--- src/rtl/clock_set_ctrl.sv ---
// clock_set_ctrl: button-driven set mode for the 12-hour BCD clock (freeze, edit, blink, commit).
// Optional inactivity auto-exit is built only when CLOCK_SET_TIMEOUT_EN is defined.
module clock_set_ctrl #(
  parameter int unsigned BLINK_TICKS   = 5,
  parameter int unsigned TIMEOUT_TICKS = 100
) (
  input  logic        clk,
  input  logic        reset,
  input  logic        tick,
  input  logic        btn_mode,
  input  logic        btn_inc,
  input  logic        btn_dec,
  input  logic [23:0] cur_time,
  input  logic        cur_pm,
  output logic        run_en,
  output logic        load,
  output logic [23:0] load_time,
  output logic        load_pm,
  output logic [1:0]  mode,
  output logic [7:0]  blank_mask
);

  localparam int unsigned BLINK_W = (BLINK_TICKS > 1) ? $clog2(BLINK_TICKS) : 1;

  typedef enum logic [1:0] {
    RUN    = 2'd0,
    SET_HH = 2'd1,
    SET_MM = 2'd2,
    SET_SS = 2'd3
  } state_t;

  state_t             state_q, state_d;
  logic               btn_mode_q, btn_inc_q, btn_dec_q;
  logic               mode_edge, inc_edge, dec_edge, any_edge;
  logic [7:0]         hh_q, mm_q, ss_q;
  logic [7:0]         hh_d, mm_d, ss_d;
  logic               pm_q, pm_d;
  logic [8:0]         hh_step;
  logic               load_d, load_pm_d, run_en_d;
  logic [23:0]        load_time_d;
  logic [7:0]         blank_mask_d;
  logic [BLINK_W-1:0] blink_cnt_q, blink_cnt_d;
  logic               blink_ph_q, blink_ph_d, blink_rst;
  logic               tmo_hit;

  function automatic logic hour_ok(input logic [7:0] v);
    return ((v[7:4] == 4'd0) && (v[3:0] != 4'd0) && (v[3:0] <= 4'd9)) ||
           ((v[7:4] == 4'd1) && (v[3:0] <= 4'd2));
  endfunction

  function automatic logic ms_ok(input logic [7:0] v);
    return (v[7:4] <= 4'd5) && (v[3:0] <= 4'd9);
  endfunction

  // Returns {pm_toggle, new_hour}.
  function automatic logic [8:0] hour_inc(input logic [7:0] v);
    if (!hour_ok(v))  return {1'b0, 8'h01};
    if (v == 8'h12)   return {1'b0, 8'h01};
    if (v == 8'h11)   return {1'b1, 8'h12};
    if (v == 8'h09)   return {1'b0, 8'h10};
    return {1'b0, v + 8'h01};
  endfunction

  function automatic logic [8:0] hour_dec(input logic [7:0] v);
    if (!hour_ok(v))  return {1'b0, 8'h12};
    if (v == 8'h01)   return {1'b0, 8'h12};
    if (v == 8'h12)   return {1'b1, 8'h11};
    if (v == 8'h10)   return {1'b0, 8'h09};
    return {1'b0, v - 8'h01};
  endfunction

  function automatic logic [7:0] ms_inc(input logic [7:0] v);
    if (!ms_ok(v) || (v == 8'h59)) return 8'h00;
    if (v[3:0] == 4'd9)            return {v[7:4] + 4'd1, 4'd0};
    return v + 8'h01;
  endfunction

  function automatic logic [7:0] ms_dec(input logic [7:0] v);
    if (!ms_ok(v) || (v == 8'h00)) return 8'h59;
    if (v[3:0] == 4'd0)            return {v[7:4] - 4'd1, 4'd9};
    return v - 8'h01;
  endfunction

  function automatic logic [7:0] field_mask(input state_t s);
    case (s)
      SET_HH:  return 8'h30;
      SET_MM:  return 8'h0C;
      SET_SS:  return 8'h03;
      default: return 8'h00;
    endcase
  endfunction

  assign mode_edge = btn_mode & ~btn_mode_q;
  assign inc_edge  = btn_inc  & ~btn_inc_q;
  assign dec_edge  = btn_dec  & ~btn_dec_q;
  assign any_edge  = mode_edge | inc_edge | dec_edge;
  assign mode      = state_q;

`ifdef CLOCK_SET_TIMEOUT_EN
  localparam int unsigned TMO_W = (TIMEOUT_TICKS > 1) ? $clog2(TIMEOUT_TICKS) : 1;

  logic [TMO_W-1:0] tmo_cnt_q, tmo_cnt_d;

  // Inactivity counter: ticks in a SET state since the last button edge.
  always_comb begin
    tmo_cnt_d = tmo_cnt_q;
    tmo_hit   = 1'b0;
    if ((state_q == RUN) || any_edge) begin
      tmo_cnt_d = '0;
    end else if (tick) begin
      if (tmo_cnt_q == TMO_W'(TIMEOUT_TICKS - 1)) begin
        tmo_cnt_d = '0;
        tmo_hit   = 1'b1;
      end else begin
        tmo_cnt_d = tmo_cnt_q + TMO_W'(1);
      end
    end
  end
`else
  logic unused_timeout;
  assign tmo_hit        = 1'b0;
  assign unused_timeout = (TIMEOUT_TICKS != 0);
`endif

  // Next-state, edit datapath, commit and blink decode.
  always_comb begin
    state_d     = state_q;
    hh_d        = hh_q;
    mm_d        = mm_q;
    ss_d        = ss_q;
    pm_d        = pm_q;
    load_d      = 1'b0;
    load_time_d = load_time;
    load_pm_d   = load_pm;
    blink_rst   = 1'b0;
    hh_step     = inc_edge ? hour_inc(hh_q) : hour_dec(hh_q);

    if (state_q == RUN) begin
      if (mode_edge) begin
        hh_d    = cur_time[23:16];
        mm_d    = cur_time[15:8];
        ss_d    = cur_time[7:0];
        pm_d    = cur_pm;
        state_d = SET_HH;
      end
    end else if (mode_edge) begin
      blink_rst = 1'b1;
      case (state_q)
        SET_HH:  state_d = SET_MM;
        SET_MM:  state_d = SET_SS;
        default: begin
          state_d     = RUN;
          load_d      = 1'b1;
          load_time_d = {hh_q, mm_q, ss_q};
          load_pm_d   = pm_q;
        end
      endcase
    end else if (inc_edge ^ dec_edge) begin
      blink_rst = 1'b1;
      case (state_q)
        SET_HH: begin
          hh_d = hh_step[7:0];
          pm_d = pm_q ^ hh_step[8];
        end
        SET_MM:  mm_d = inc_edge ? ms_inc(mm_q) : ms_dec(mm_q);
        default: ss_d = inc_edge ? ms_inc(ss_q) : ms_dec(ss_q);
      endcase
    end else if (tmo_hit) begin
      state_d = RUN;
    end

    blink_cnt_d = blink_cnt_q;
    blink_ph_d  = blink_ph_q;
    if ((state_q == RUN) || (state_d == RUN) || blink_rst) begin
      blink_cnt_d = '0;
      blink_ph_d  = 1'b0;
    end else if (tick) begin
      if (blink_cnt_q == BLINK_W'(BLINK_TICKS - 1)) begin
        blink_cnt_d = '0;
        blink_ph_d  = ~blink_ph_q;
      end else begin
        blink_cnt_d = blink_cnt_q + BLINK_W'(1);
      end
    end

    blank_mask_d = blink_ph_d ? field_mask(state_d) : 8'h00;
    run_en_d     = (state_d == RUN);
  end

  always_ff @(posedge clk or posedge reset) begin
    if (reset) begin
      state_q     <= RUN;
      btn_mode_q  <= 1'b0;
      btn_inc_q   <= 1'b0;
      btn_dec_q   <= 1'b0;
      hh_q        <= 8'h12;
      mm_q        <= 8'h00;
      ss_q        <= 8'h00;
      pm_q        <= 1'b0;
      load        <= 1'b0;
      load_time   <= 24'h120000;
      load_pm     <= 1'b0;
      run_en      <= 1'b1;
      blank_mask  <= 8'h00;
      blink_cnt_q <= '0;
      blink_ph_q  <= 1'b0;
`ifdef CLOCK_SET_TIMEOUT_EN
      tmo_cnt_q   <= '0;
`endif
    end else begin
      state_q     <= state_d;
      btn_mode_q  <= btn_mode;
      btn_inc_q   <= btn_inc;
      btn_dec_q   <= btn_dec;
      hh_q        <= hh_d;
      mm_q        <= mm_d;
      ss_q        <= ss_d;
      pm_q        <= pm_d;
      load        <= load_d;
      load_time   <= load_time_d;
      load_pm     <= load_pm_d;
      run_en      <= run_en_d;
      blank_mask  <= blank_mask_d;
      blink_cnt_q <= blink_cnt_d;
      blink_ph_q  <= blink_ph_d;
`ifdef CLOCK_SET_TIMEOUT_EN
      tmo_cnt_q   <= tmo_cnt_d;
`endif
    end
  end

endmodule
--- config.mk ---
export PLATFORM = sky130hd
export DESIGN_NAME = clock_set_ctrl
export DESIGN_NICKNAME = d
export VERILOG_FILES = /design/src/rtl/clock_set_ctrl.sv
export SDC_FILE = /design/constraint.sdc
export NUM_CORES = 1
export LEC_CHECK = 0
export ABC_AREA = 0
export CORE_MARGIN = 2
export CORE_UTILIZATION = 51
export CTS_BUF_LIST = sky130_fd_sc_hd__clkbuf_4
export DETAILED_ROUTE_END_ITERATION = 16
export PLACE_DENSITY = 0.79
export SLEW_MARGIN = 20
export SYNTH_ARGS = -nofsm -noshare
export SYNTH_HDL_FRONTEND = slang
export SYNTH_SLANG_ARGS = --single-unit
--- constraint.sdc ---
create_clock -name clk -period 2.25 [get_ports clk]
set_input_delay 0.5625 -clock clk [delete_from_list [all_inputs] [get_ports clk]]
set_output_delay 0.5625 -clock clk [all_outputs]
set_load 0.03 [all_outputs]
== After elaboration in Yosys (flattened, before gate mapping) ==
Index checks and enable logic that the tools add are counted.
Widths: inputs -> output; s select.
Word-level totals
  flip-flop bits (word level): 69
  word-level logic and storage cells: 227
  bits of input ports: 31
  output and inout port bits: 37
Operators by class
  order comparisons: 6
  eq/ne operators: 19
  mux-type cells: 134
  bitwise gates (word level): 11
  add/sub/neg operators: 11
  reductions and logical operators: 31
Operators by type and width (count)
  $mux 8: 34
  $mux 9: 17
  $mux 1: 75
  $add 8x1->8 const B: 3
  $eq 8x5->1 const B: 3
  $sub 8x1->8 const B: 3
  $pmux 6 s3: 1
  $eq 8x7->1 const B: 2
  $logic_not 8->1: 2
  $le 4x4->1 const B: 3
  $logic_not 4->1: 3
  $reduce_and 4->1: 3
  $mux 3: 3
  $add 4x1->4 const B: 2
  $eq 4x4->1 const B: 2
  $eq 8x1->1 const B: 1
  $eq 8x4->1 const B: 1
  $le 4x3->1 const B: 2
  $reduce_bool 2->1: 4
  $sub 4x1->4 const B: 2
  $logic_or 1x1->1: 7
  $eq 2x2->1 const B: 3
  $mux 2: 3
  $not 1->1: 6
  16 further kinds: 27

== Longest topological paths before layout ==
  depth after elaboration: 21
  depth in mapped cells: 9

== Least setup slack after synthesis ==
No wires, ideal clock.
  path type: reg-to-reg
  from: register state_q[0], in the netlist mode[0]
  to: register pm_q
  setup time: 0.069 ns
  arrival: 2.186 ns
  path slack: -0.005 ns
  period minus slack after synthesis: 2.255 ns
  stages on the path, launching flop included: 9
  data required time: 2.181 ns
  cell sequence: dfrtp_1 inv_1 ha_1 buf_2 clkinv_1 nor2_1 a31oi_1 or4b_1 nand3_1
On the way
  cells in the longest elaborated chain, start to end: 3
  elaborated cells between the ends (all ways): 7
  those cells by class: eq/ne: 3; mux: 1; reduce/logical: 3
Ends and longest elaborated chain
  start, declared: RTL line 32  | state_t state_q, state_d;
  start signal, assigned: RTL line 211  | state_q <= state_d;
  $logic_not 2->1 or $eq 2x1->1 (tied branches): RTL line 138, 160
  $ne 2x1->1 (no source line) (tied with other cells)
  $reduce_and 4->1 (no source line)
  end signal, assigned: RTL line 218  | pm_q <= pm_d;
  end, declared: RTL line 37  | logic pm_q, pm_d;
Several ways; a longest one is shown, not always the timed one.
A chain may end at the register's enable or synchronous reset.

== Final worst setup path ==
  from: register hh_q[1]
  to: register pm_q
On the way
  cells in the longest elaborated chain, start to end: 15
  elaborated cells between the ends (all ways): 49
  those cells by class: order compare: 2; eq/ne: 5; mux: 36; bitwise: 1; reduce/logical: 5
Ends and longest elaborated chain
  start, declared: RTL line 35  | logic [7:0] hh_q, mm_q, ss_q;
  start signal, assigned: RTL line 215  | hh_q <= hh_d;
  $eq 8x5->1 or $eq 8x4->1 (tied branches): RTL line 68, 60
  $mux 1 (on tied branches) (2 in series): RTL line 68, 60
  $mux 1 (on tied branches): RTL line 67, 59
  $mux 1 (on tied branches): RTL line 66, 58
  $mux 9 (on tied branches): RTL line 69, 61
  $mux 9 (on tied branches): RTL line 68, 60
  $mux 9 (on tied branches): RTL line 67, 59
  $mux 9 (on tied branches): RTL line 66, 58
  $mux 9 *: RTL line 136  | hh_step = inc_edge ? hour_inc(hh_q) : hour_dec(hh_q);
  $xor 1x1->1 *: RTL line 163  | pm_d = pm_q ^ hh_step[8];
  $mux 1 *: RTL line 160  | case (state_q)
  $mux 1 *: RTL line 158  | end else if (inc_edge ^ dec_edge) begin
  $mux 1 *: RTL line 146  | end else if (mode_edge) begin
  $mux 1 *: RTL line 138  | if (state_q == RUN) begin
Every way passes the cells marked *; elsewhere a longest branch is shown, timed or not. The select of a mux whose other input is x is not followed.

==> reports/metrics.cfg <==
[status]
outcome = completed

[placement]
dp_hpwl_mm = 9.32
dp_cells = 712
io_buffers = 65
gp_congestion = 0.952
place_area_um2 = 5620

[setup_path]
max_stage_delay_ns = 0.56
crit_fanout = 6
critPathLaunchType = flop
r2r-end = pm_q
crit_type = flop to flop
worstPathRequired_ns = 2.60
cp_slowest_cell = dfstp_2
r2r_slack_ns = 0.08
rr_startpoint = hh_q[1]
critical_path_buf_inv_count = 1
worstPathArrival_ns = 2.53
crit_chain = inv_2 -> ha_2 -> nor3b_2 -> a2111oi_4 -> a211oi_2 -> or4b_1 -> nand3_1
r2r_cells = 7
path_delay_family = simple AND/OR/NAND/NOR gates
worst_setup_path_end_kind = flop

[floorplan]
die_w_um = 97.6
die-area_um2 = 9520
rows = 34
die_h_um = 97.6
ioPinCount = 68
design.core.area_um2 = 8590
initial_core_util = 0.520

[synthesis]
avgSynthCellArea_um2 = 8.77
ys.flop_type = dfrtp_1
synth-xor-area-share = 0.0196
syn_area_um2 = 4470
synthAdderAreaFrac = 0.0757
yosys.area.top_type_share = 0.331
netlist_instances = 509
synth_top_family_by_area = compound AO/OA/AOI/OAI gates
ys_ff_latch = 64
synthMuxAreaShare = 0.0468
synthArstFlopShare = 1.00
synth_compound_area_frac = 0.235
synth_top_cell_by_area = dfrtp_1
ys_seq_area_frac = 0.360
synth_cell_types = 69
synth.area.top_cells = dfrtp_1 (33%), ha_1 (7.6%), mux2_2 (3.8%), o21ai_0 (3.7%), nand2_1 (3.5%)
yosys_warnings = 0
synth_edf_count = 0
synthSimpleGateAreaFrac = 0.198

[timing]
rsz0062_at_grt = no
tns_ns = 0
drv_slew = 0
fin_crit_sh = 0.966
finalHoldViolations = 0
finalSetupViolCount = 0
post-route-min-period_ns = 2.17
max_freq_mhz = 460
finClkSkew_ns = 0.0148

[clock_tree]
cts_sinks = 64
hold_buffers = 0
insertion_delay_ns = 0.42
h-tree-depth = 3
cts_tree = yes
ctsRootBufferMaster = clkbuf_4
clkTransAtPathRegs_ns = 0.13
cts_buffers = 9
clock_path_buffers = 2

[cells_and_area]
final_common_cell = clkdlybuf4s50_1
instances_no_fill = 728
layout-drive-gt1-share = 0.198
nFillCells = 662
final_cell_mix = clkdlybuf4s50_1 (63), buf_4 (61), dfrtp_1 (59), nand2_1 (42)
syn_to_final_growth_pct = 30.1
fin_nets = 673
post-route-util = 0.676
fin_area_um2 = 5810
diodes = 0

[power]
p_leak_nw = 2.53
power.density_nw_per_um2 = 1410
power_mw = 8.21
vdd_drop_max_uv = 621

[grt]
track_usage = 0.268
grt_antenna_before_repair = 0
grt-ovfl-total = 0
grt_pass1_vias = 4304
grt_max_degree = 26
grt_pass1_wl_mm = 20.8

[drt]
via_per_inst = 6.13
drc = 0
first_pass_iters = 5
wl_per_cell_um = 17.1
drt-total-wl_mm = 12.5
routed-via-count = 4461
drtIter0Drc = 376
ant_nets = 0

[run]
cap_violations = 0

[worst_hold_path]
hold_path.class = input port to async pin

==> what timing repair did <==
item                       in CTS  in global routing
pin swaps                       1                  4
buffers inserted                0                  0
hold endpoints to repair        0                  0
gates resized for setup         0                  9
setup endpoints to repair       1                  8
==> stage by stage <==
stage | hold slack (ns) | setup slack, ns
final | 0.440 | 0.0756
after CTS | 0.454 | 0.0167
after detailed placement | 0.470 | -0.163
after floorplan | 0.498 | 0.0413
after global placement | 0.461 | -0.0785
after global routing | 0.457 | 0.00870
==> layout make-up <==
type	instances	area [um2]	share of cell area
tap	108	135	0.0233
inverter	30	113	0.0194
multi-input combinational	380	2600	0.447
sequential	64	1610	0.277
timing repair buffer	130	1190	0.206
clock inverter	7	95.1	0.0164
clock buffer	9	67.6	0.0116
==> state kept, by name, indices dropped and copies added (netlist names), 2 cells and up <==
register and cells:
mode 2, ss_q 8, hh_q 8, blank_mask 3, load_time 24, blink_cnt_q 3
mm_q 8
==> how the worst max path moves through the flow <==
stage               startpoint  endpoint  slack (ns)  cells past startpoint
floorplan              mm_q[0]   mm_q[7]        0.04                      8
global placement       btn_inc   hh_q[5]       -0.08                      7
detailed placement     btn_inc   hh_q[3]       -0.16                      7
CTS                    hh_q[1]      pm_q        0.02                      7
global route           mode[1]   mode[1]       0.009                      1
finish                 hh_q[1]      pm_q        0.08                      7
==> synthesized netlist by cell type, drive strengths merged, types with 8 or more instances <==
| cell type | count |
|---|---|
| and3 | 9 |
| o211ai | 8 |
| inv | 29 |
| nor3 | 17 |
| nor2 | 34 |
| a21oi | 28 |
| nand2 | 42 |
| o21ai | 33 |
| nand4 | 12 |
| mux2 | 15 |
| buf | 15 |
| a31oi | 11 |
| dfrtp | 59 |
| nand3 | 19 |
| clkbuf | 21 |
| xnor2 | 9 |
| ha | 27 |
==> layer usage <==
layer	share of wire	track usage
met5	0	0
met3	0.072	0.0468
met4	0.024	0.0951
met2	0.47	0.423
met1	0.44	0.373
==> cells by family (layout without fill, tap and decap cells) <==
| family | count (synthesis) | count (layout) |
|---|---|---|
| flops | 64 | 64 |
| buf+inv | 66 | 176 |
| xor+xnor | 10 | 10 |
| fa+ha+maj | 27 | 27 |
| mux | 19 | 19 |
| simple gates | 171 | 171 |
| other cells | 1 | 2 |
| compound gates | 151 | 151 |
==> report_power, final <==
part	leakage (nW)	total [mW]	internal [mW]	switching, mW
Clock	0.0863	0.931	0.452	0.479
Combinational	1.67	5.09	2.24	2.86
Sequential	0.779	2.18	1.64	0.549
Total	2.53	8.21	4.33	3.88
Power figures use the tool's default switching activity.
